[src/rtl/bp_fe_bp_update_queue.sv]
// In-flight prediction tracker for bp_fe_bp_gselect.
// Records each lookup (BHT index and predicted direction) in program order.
// When the oldest branch resolves, its entry is popped and the predictor's
// training port is driven on the following cycle. Mispredictions are counted
// with a saturating counter.
module bp_fe_bp_update_queue #(
  parameter int unsigned bht_idx_width_p = 9,
  parameter int unsigned els_p           = 8,
  parameter int unsigned cnt_width_p     = 16,
  localparam int unsigned ptr_w          = $clog2(els_p)
) (
  input  logic                       clk_i,
  input  logic                       reset_n_i,
  input  logic                       pred_v_i,
  input  logic [bht_idx_width_p-1:0] pred_idx_i,
  input  logic                       pred_taken_i,
  output logic                       pred_ready_o,
  input  logic                       resolve_v_i,
  input  logic                       resolve_taken_i,
  output logic                       resolve_ready_o,
  input  logic                       flush_i,
  output logic                       w_v_o,
  output logic [bht_idx_width_p-1:0] idx_w_o,
  output logic                       correct_o,
  output logic [ptr_w:0]             count_o,
  output logic [cnt_width_p-1:0]     mispredict_cnt_o
);

  logic [ptr_w-1:0]           rd_ptr_r;
  logic [ptr_w-1:0]           wr_ptr_r;
  logic [bht_idx_width_p-1:0] idx_mem   [els_p];
  logic                       taken_mem [els_p];

  logic                       push_acc;
  logic                       pop_acc;
  logic [bht_idx_width_p-1:0] head_idx;
  logic                       head_taken;
  logic                       head_correct;

  assign pred_ready_o    = (count_o != (ptr_w+1)'(els_p));
  assign resolve_ready_o = (count_o != '0);

  // A push in the flush cycle is discarded; a pop in the flush cycle still trains.
  assign push_acc     = pred_v_i & pred_ready_o & ~flush_i;
  assign pop_acc      = resolve_v_i & resolve_ready_o;
  assign head_idx     = idx_mem[rd_ptr_r];
  assign head_taken   = taken_mem[rd_ptr_r];
  assign head_correct = (resolve_taken_i == head_taken);

  // Entry storage; contents are don't-care out of reset.
  always_ff @(posedge clk_i) begin
    if (push_acc) begin
      idx_mem[wr_ptr_r]   <= pred_idx_i;
      taken_mem[wr_ptr_r] <= pred_taken_i;
    end
  end

  // Pointer and occupancy bookkeeping; flush collapses the queue onto wr_ptr.
  always_ff @(posedge clk_i or negedge reset_n_i) begin
    if (!reset_n_i) begin
      rd_ptr_r <= '0;
      wr_ptr_r <= '0;
      count_o  <= '0;
    end else if (flush_i) begin
      rd_ptr_r <= wr_ptr_r;
      count_o  <= '0;
    end else begin
      if (push_acc) begin
        wr_ptr_r <= wr_ptr_r + ptr_w'(1);
      end
      if (pop_acc) begin
        rd_ptr_r <= rd_ptr_r + ptr_w'(1);
      end
      if (push_acc && !pop_acc) begin
        count_o <= count_o + (ptr_w+1)'(1);
      end else if (pop_acc && !push_acc) begin
        count_o <= count_o - (ptr_w+1)'(1);
      end
    end
  end

  // Training port: one-cycle pulse after each accepted pop; index/correct hold otherwise.
  always_ff @(posedge clk_i or negedge reset_n_i) begin
    if (!reset_n_i) begin
      w_v_o     <= 1'b0;
      idx_w_o   <= '0;
      correct_o <= 1'b0;
    end else begin
      w_v_o <= pop_acc;
      if (pop_acc) begin
        idx_w_o   <= head_idx;
        correct_o <= head_correct;
      end
    end
  end

  // Saturating mispredict counter; unaffected by flush.
  always_ff @(posedge clk_i or negedge reset_n_i) begin
    if (!reset_n_i) begin
      mispredict_cnt_o <= '0;
    end else if (pop_acc && !head_correct && (mispredict_cnt_o != '1)) begin
      mispredict_cnt_o <= mispredict_cnt_o + cnt_width_p'(1);
    end
  end

endmodule

[config.mk]
export PLATFORM = sky130hd
export DESIGN_NAME = bp_fe_bp_update_queue
export DESIGN_NICKNAME = d
export VERILOG_FILES = /design/src/rtl/bp_fe_bp_update_queue.sv
export SDC_FILE = /design/constraint.sdc
export NUM_CORES = 1
export LEC_CHECK = 0
export CAP_MARGIN = 10
export CORE_ASPECT_RATIO = 1.2
export CORE_UTILIZATION = 36
export CTS_BUF_LIST = sky130_fd_sc_hd__clkbuf_8
export CTS_CLUSTER_SIZE = 12
export DETAILED_ROUTE_END_ITERATION = 12
export PLACE_DENSITY = 0.59
export SLEW_MARGIN = 10
export SYNTH_ARGS = -nofsm -noshare
export SYNTH_HDL_FRONTEND = slang
export SYNTH_SLANG_ARGS = --single-unit
[constraint.sdc]
create_clock -name clk_i -period 7.55 [get_ports clk_i]
set_clock_uncertainty 0.15 [all_clocks]
set_input_delay 0.755 -clock clk_i [delete_from_list [all_inputs] [get_ports clk_i]]
set_output_delay 0.755 -clock clk_i [all_outputs]
set_load 0.05 [all_outputs]
==> results.cfg, run 1 <==
[status]
status = completed

[synthesis]
syn-cell-area_sq_um = 4810
muxShareOfSynthArea = 0.130
synth_top_family_by_area = multiplexers
synthTopCellsByCount = edfxtp_1, dfrtp_1, nand2_1, mux4_2, xor2_1
synthArstFlopShare = 0.316
synthFlopType = edfxtp_1
synth_xor_area_frac = 0.0416
synthDistinctLibCells = 37
avgSynthCellArea_sq_um = 16.2
synth.top_cell.area_share = 0.499
yosysMostFrequentCell = edfxtp_1
synth-compound-area-share = 0.0268
synth_top_area_cell = edfxtp_1
synth.net_count = 319
syn_inst = 297
ys_seq_elements = 117
synth_enable_flop_cells = 80
yosys.area_share.adder = 0.0172
seq_area_frac_synth = 0.691
synthSimpleGateAreaFrac = 0.0772
yosys-top-cells-area = edfxtp_1, dfrtp_1, mux4_2
yosysWarnings = 0

[critical_path]
worstSetupStartpointType = flip-flop
reg2reg_depth = 6
path_depth = 2
crit_fanout = 7
path_cells = or4b_1 -> clkdlybuf4s50_1
endpoint = pred_ready_o
crit_type = flip-flop to output pin
cpPeakStageDelay_ns = 0.75
cp_slowest_cell = clkdlybuf4s50_1
critPathTopFamily = buffers and inverters
rr_startpoint = rd_ptr_r[0]
end_kind = output pin
worstPathArrival_ns = 2.30
r2r-end = mispredict_cnt_o[1]
cp_num_buf_inv = 1
required_ns = 6.64
reg2reg_slack_ns = 4.61
startpoint = count_o[0]

[pwr]
leakage_nw = 2.20
internal_power_mw = 1.48
seqPwrFrac = 0.399
comb_power_share = 0.337
finalPower_mw = 2.28
worst_ir_drop_vdd_v = 0.000172
clockPowerShare = 0.265
swShare = 0.352
p_switching_mw = 0.803
powerDensity_nw_per_um2 = 385

[cells_and_area]
syn_to_final_growth_pct = 23.1
final_cell_area_sq_um = 5930
post-route-util = 0.462
layout.filler_cells = 1157
drive_gt1_frac = 0.162
antenna_cells = 0
fin_cells = 535
nets = 380

[sta]
rsz0062_at_grt = no
holdWs_ns = 0.281
fin_ws_ns = 4.34
slew_headroom = 0.337
maxSlewViolCount = 0
period_needed_ns = 3.21
hold_viol_final = 0
fin_crit_sh = 0.425
setup_viol = 0
fin_setup_tns_ns = 0
worst_pin_slew_ns = 0.994
fmaxAchievable_mhz = 312

[place]
pre_cts_ws_ns = 4.11
hpwl_mm = 5.90
dp_cells = 503
io_buffer_count = 48
placed_area_sq_um = 5490
gp_congestion = 0.743

[cts]
clockRootBuffer = clkbuf_8
cts-resized-gates = 0
clock_path_buffers = 2
numCtsBuffers = 17
htree_levels = 4
cts_tree = done
cts_sinks = 117
cts_setup_buffers = 0
clkTransAtPathRegs_ns = 0.06
cts.hold.buffers_added = 0
clock_latency_ns = 0.42

[global_routing]
track_usage = 0.145
grt_pass1_vias = 2713
grt_max_degree = 38
grt_remaining_overflow = 0
grt_pass1_wl_mm = 14.7
antenna_found_initial = 0

[floorplanning]
core_area_sq_um = 12800
num_io_pins = 49
die_h_um = 129
placementRows = 45
die_width_um = 108
start_util = 0.375
dieArea_sq_um = 13800

[route]
totalWireLength_mm = 8.91
avgRoutedWirePerCell_um = 16.7
drc = 0
final_antenna_net_count = 0
drt_iter0_drc = 160
vias_per_cell = 4.95
vias = 2649
firstDrtPassIters = 4

[job]
cap_viol_max_count = 0

[worst_hold_path]
hold_path.class = primary input to asynchronous set/reset pin
## layout by cell type (no fill, tap or decap), types with 2 or more instances in the layout
cell type / count
a21oi_1: 2
and3_1: 2
buf_4: 6
bufinv_16: 4
clkbuf_8: 19
clkdlybuf4s50_1: 47
clkinv_1: 2
clkinv_2: 2
clkinvlp_4: 2
dfrtp_1: 37
edfxtp_1: 80
ha_1: 5
inv_1: 9
mux2_2: 2
mux2i_1: 14
mux4_2: 20
nand2_1: 32
nand2b_1: 3
nand3_1: 5
nand4_1: 2
nor2_1: 8
nor2b_1: 2
nor3_1: 9
nor4_1: 9
o21ai_0: 12
xnor2_1: 6
xor2_1: 15
## power by group through the flow
stage | Combinational, mW | Sequential [mW] | Clock (mW)
2_1_floorplan | 0.426 | 1.03 | 0
3_3_place_gp | 0.765 | 0.919 | 0
3_5_place_dp | 0.776 | 0.923 | 0
4_1_cts | 0.777 | 0.910 | 0.618
5_1_grt | 0.832 | 0.928 | 0.647
6_report | 0.768 | 0.909 | 0.604
## metal layers
| layer | global-route usage | routed length, um | vias to the layer above |
|---|---|---|---|
| met1 | 0.190 | 4080 | 1341 |
| met2 | 0.223 | 4380 | 55 |
| li1 | - | - | 1245 |
| met4 | 0.0629 | 127 | 0 |
| met5 | 0 | 0 | - |
| met3 | 0.0431 | 326 | 8 |
## final cells by class
type                            instances  area [sq um]  share of cell area
Clock buffer                           19           262              0.0441
Clock inverter                         13           164              0.0276
Inverter                                7          26.3             0.00443
Multi-Input combinational cell        161          1420               0.240
Sequential cell                       117          3330               0.561
Tap cell                              164           205              0.0346
Timing Repair Buffer                   54           520              0.0878
## flip-flops by register name, summed over array words and instances, names as in the netlist
name / count
idx_mem: 72
mispredict_cnt_o: 16
idx_w_o: 9
taken_mem: 8
count_o: 4
rd_ptr_r: 3
wr_ptr_r: 3
correct_o: 1
w_v_o: 1
## cells by family (layout without fill, tap and decap cells)
kind of cell,Yosys count,in the layout
and+or+nand+nor,77,77
DFF,117,117
muxes,37,37
adders and majority gates,6,6
AOI/OAI and AO/OA,19,19
xor gates and xnor gates,22,22
buffers and inverters,19,93
## worst min-delay path by stage
stage	start	to	slack, ns	cells after the start
CTS	reset_n_i	count_o[1]	0.29	1
global route	reset_n_i	w_v_o	0.33	1
global placement	mispredict_cnt_o[6]	mispredict_cnt_o[6]	0.32	1
finish	reset_n_i	w_v_o	0.28	1
detailed placement	correct_o	correct_o	0.33	2
floorplan	reset_n_i	correct_o	0.31	0
Power figures use the tool's default switching activity.
==> run 2, diff against run 1 <==
clock period = 3.2 ns   (was 7.55 ns; I/O delays follow)
==> run 2 against run 1 <==
Against the previous run:
- clock-buffer cell count decreased by 2
- sequential share of layout area decreased by 0.67 points
- design area increased by 1.2%
- register-to-register slack got worse by 4.2 ns
- non-clock buffer count increased by 10
- core utilization increased by 0.56 points
- die area unchanged
- wire length increased by 2.6%
- via count increased by 1.3%
- global-route usage increased by 0.41 points
- largest cell class unchanged
- largest power group unchanged
- highest routed layer unchanged
==> results.cfg, run 2 (synthesis gave the netlist of run 1 again) <==
[critical_path]
cp_num_buf_inv = 1
worstSetupStartpointType = flip-flop
crit_type = flip-flop to output pin
cp_slowest_cell = clkdlybuf4s50_1
worstPathArrival_ns = 2.29
crit_fanout = 7
cpPeakStageDelay_ns = 0.75
required_ns = 2.73
end_kind = output pin
path_cells = or4b_1 -> clkdlybuf4s50_1
critPathTopFamily = buffers and inverters

[place]
placed_area_sq_um = 5560
hpwl_mm = 5.90
io_buffer_count = 48
dp_cells = 512
gp_congestion = 0.812

[status]
status = completed

[cts]
clock_path_buffers = 2
cts_tree = done
htree_levels = 4
cts_sinks = 117
clkTransAtPathRegs_ns = 0.07
clockRootBuffer = clkbuf_8
clock_latency_ns = 0.42
numCtsBuffers = 17
cts-resized-gates = 0

[sta]
slew_headroom = 0.439
fin_crit_sh = 0.863
rsz0062_at_grt = no
period_needed_ns = 2.76
hold_viol_final = 0
maxSlewViolCount = 0
fin_setup_tns_ns = 0
fmaxAchievable_mhz = 362
worst_pin_slew_ns = 0.841
setup_viol = 0

[route]
vias = 2684
avgRoutedWirePerCell_um = 16.8
drt_iter0_drc = 99
vias_per_cell = 4.92
final_antenna_net_count = 0
firstDrtPassIters = 5
totalWireLength_mm = 9.15
drc = 0

[global_routing]
grt_pass1_wl_mm = 15.0
grt_remaining_overflow = 0
track_usage = 0.149
grt_pass1_vias = 2851
antenna_found_initial = 0
grt_max_degree = 38

[pwr]
powerDensity_nw_per_um2 = 910
leakage_nw = 2.26
worst_ir_drop_vdd_v = 0.000389

[cells_and_area]
post-route-util = 0.467
fin_cells = 545
drive_gt1_frac = 0.181
final_cell_area_sq_um = 6000
largestRegisters = idx_mem x72, mispredict_cnt_o x16, idx_w_o x9
max_flop_register = idx_mem
nets = 390
antenna_cells = 0
final_common_cell = edfxtp_1
layout_common_cells = edfxtp_1, clkdlybuf4s50_1, dfrtp_1, nand2_1, mux4_2
largest_reg_flops = 72
syn_to_final_growth_pct = 24.6

[job]
cap_viol_max_count = 0

[floorplanning]
die_width_um = 108
die_h_um = 129
num_io_pins = 49
core_area_sq_um = 12800
dieArea_sq_um = 13800
placementRows = 45
start_util = 0.375

[worst_hold_path]
hold_path.class = flip-flop to flip-flop
[run 2: changes by cell type in the layout (fill, tap and decap cells not counted)]
cell | previous run | this run
buf_4 | 6 | 15
bufinv_16 | 4 | 5
clkbuf_8 | 19 | 17
clkinv_1 | 2 | 3
clkinv_2 | 2 | 5
clkinvlp_4 | 2 | 0
dlygate4sd3_1 | 0 | 1
inv_1 | 9 | 8
nor4_2 | 0 | 1
nor4_4 | 1 | 0
[run 2: per-stage QoR]
step / worst slack (ns) / power (mW) / hold slack [ns]
after floorplan: 0.0357 / 3.44 / -0.126
after global placement: 0.557 / 4.03 / 0.318
after detailed placement: 0.444 / 4.07 / 0.321
after CTS: 0.392 / 5.54 / 0.335
after global routing: 0.281 / 5.76 / 0.366
final: 0.438 / 5.46 / 0.331
[run 2: worst register-to-register path: stages, from the launching register on]
cell	delay (ns)
dfrtp_1	0.46
or4b_1	0.66
nand3_1	0.21
ha_1	0.26
a21o_1	0.15
a21oi_1	0.25
mux2i_1	0.11
mux2_2	0.27
o22ai_1	0.15
[run 2: cell type report]
type / count / area (sq um)
fill: 1143 / 6840
sequential: 117 / 3330
multi-input combinational: 161 / 1410
timing repair buffer: 64 / 598
clock buffer: 17 / 234
tap: 164 / 205
clock inverter: 15 / 194
inverter: 7 / 26.3
[run 2: path summary, 6_finish.rpt]
kind | from | endpoint | slack (ns) | cells past startpoint
min in group asynchronous | reset_n_i | rd_ptr_r[2] | 0.39 | 2
max | count_o[1] | pred_ready_o | 0.44 | 2
max in group asynchronous | reset_n_i | mispredict_cnt_o[4] | 1.98 | 2
max reg2reg | count_o[1] | count_o[3] | 0.46 | 8
min | idx_w_o[4] | idx_w_o[4] | 0.33 | 2
min reg2reg | idx_w_o[4] | idx_w_o[4] | 0.33 | 2
[run 2: repair_timing]
action                                 CTS  global route
hold buffers                             1             0
endpoints found under the hold margin   37             0
buffers inserted                         0             0
[run 2: metal layers]
metal,share of wire,up-vias,track usage
li1,-,1271,-
met1,0.44,1335,0.180
met2,0.50,66,0.250
met3,0.041,12,0.0471
met4,0.014,0,0.0540
met5,0,-,0
[run 2: report_power, final]
part / leakage (nW) / switching [mW] / internal [mW]
clock network: 0.228 / 0.557 / 0.905
registers: 1.19 / 0.213 / 1.86
logic: 0.834 / 1.14 / 0.790
total: 2.26 / 1.91 / 3.55
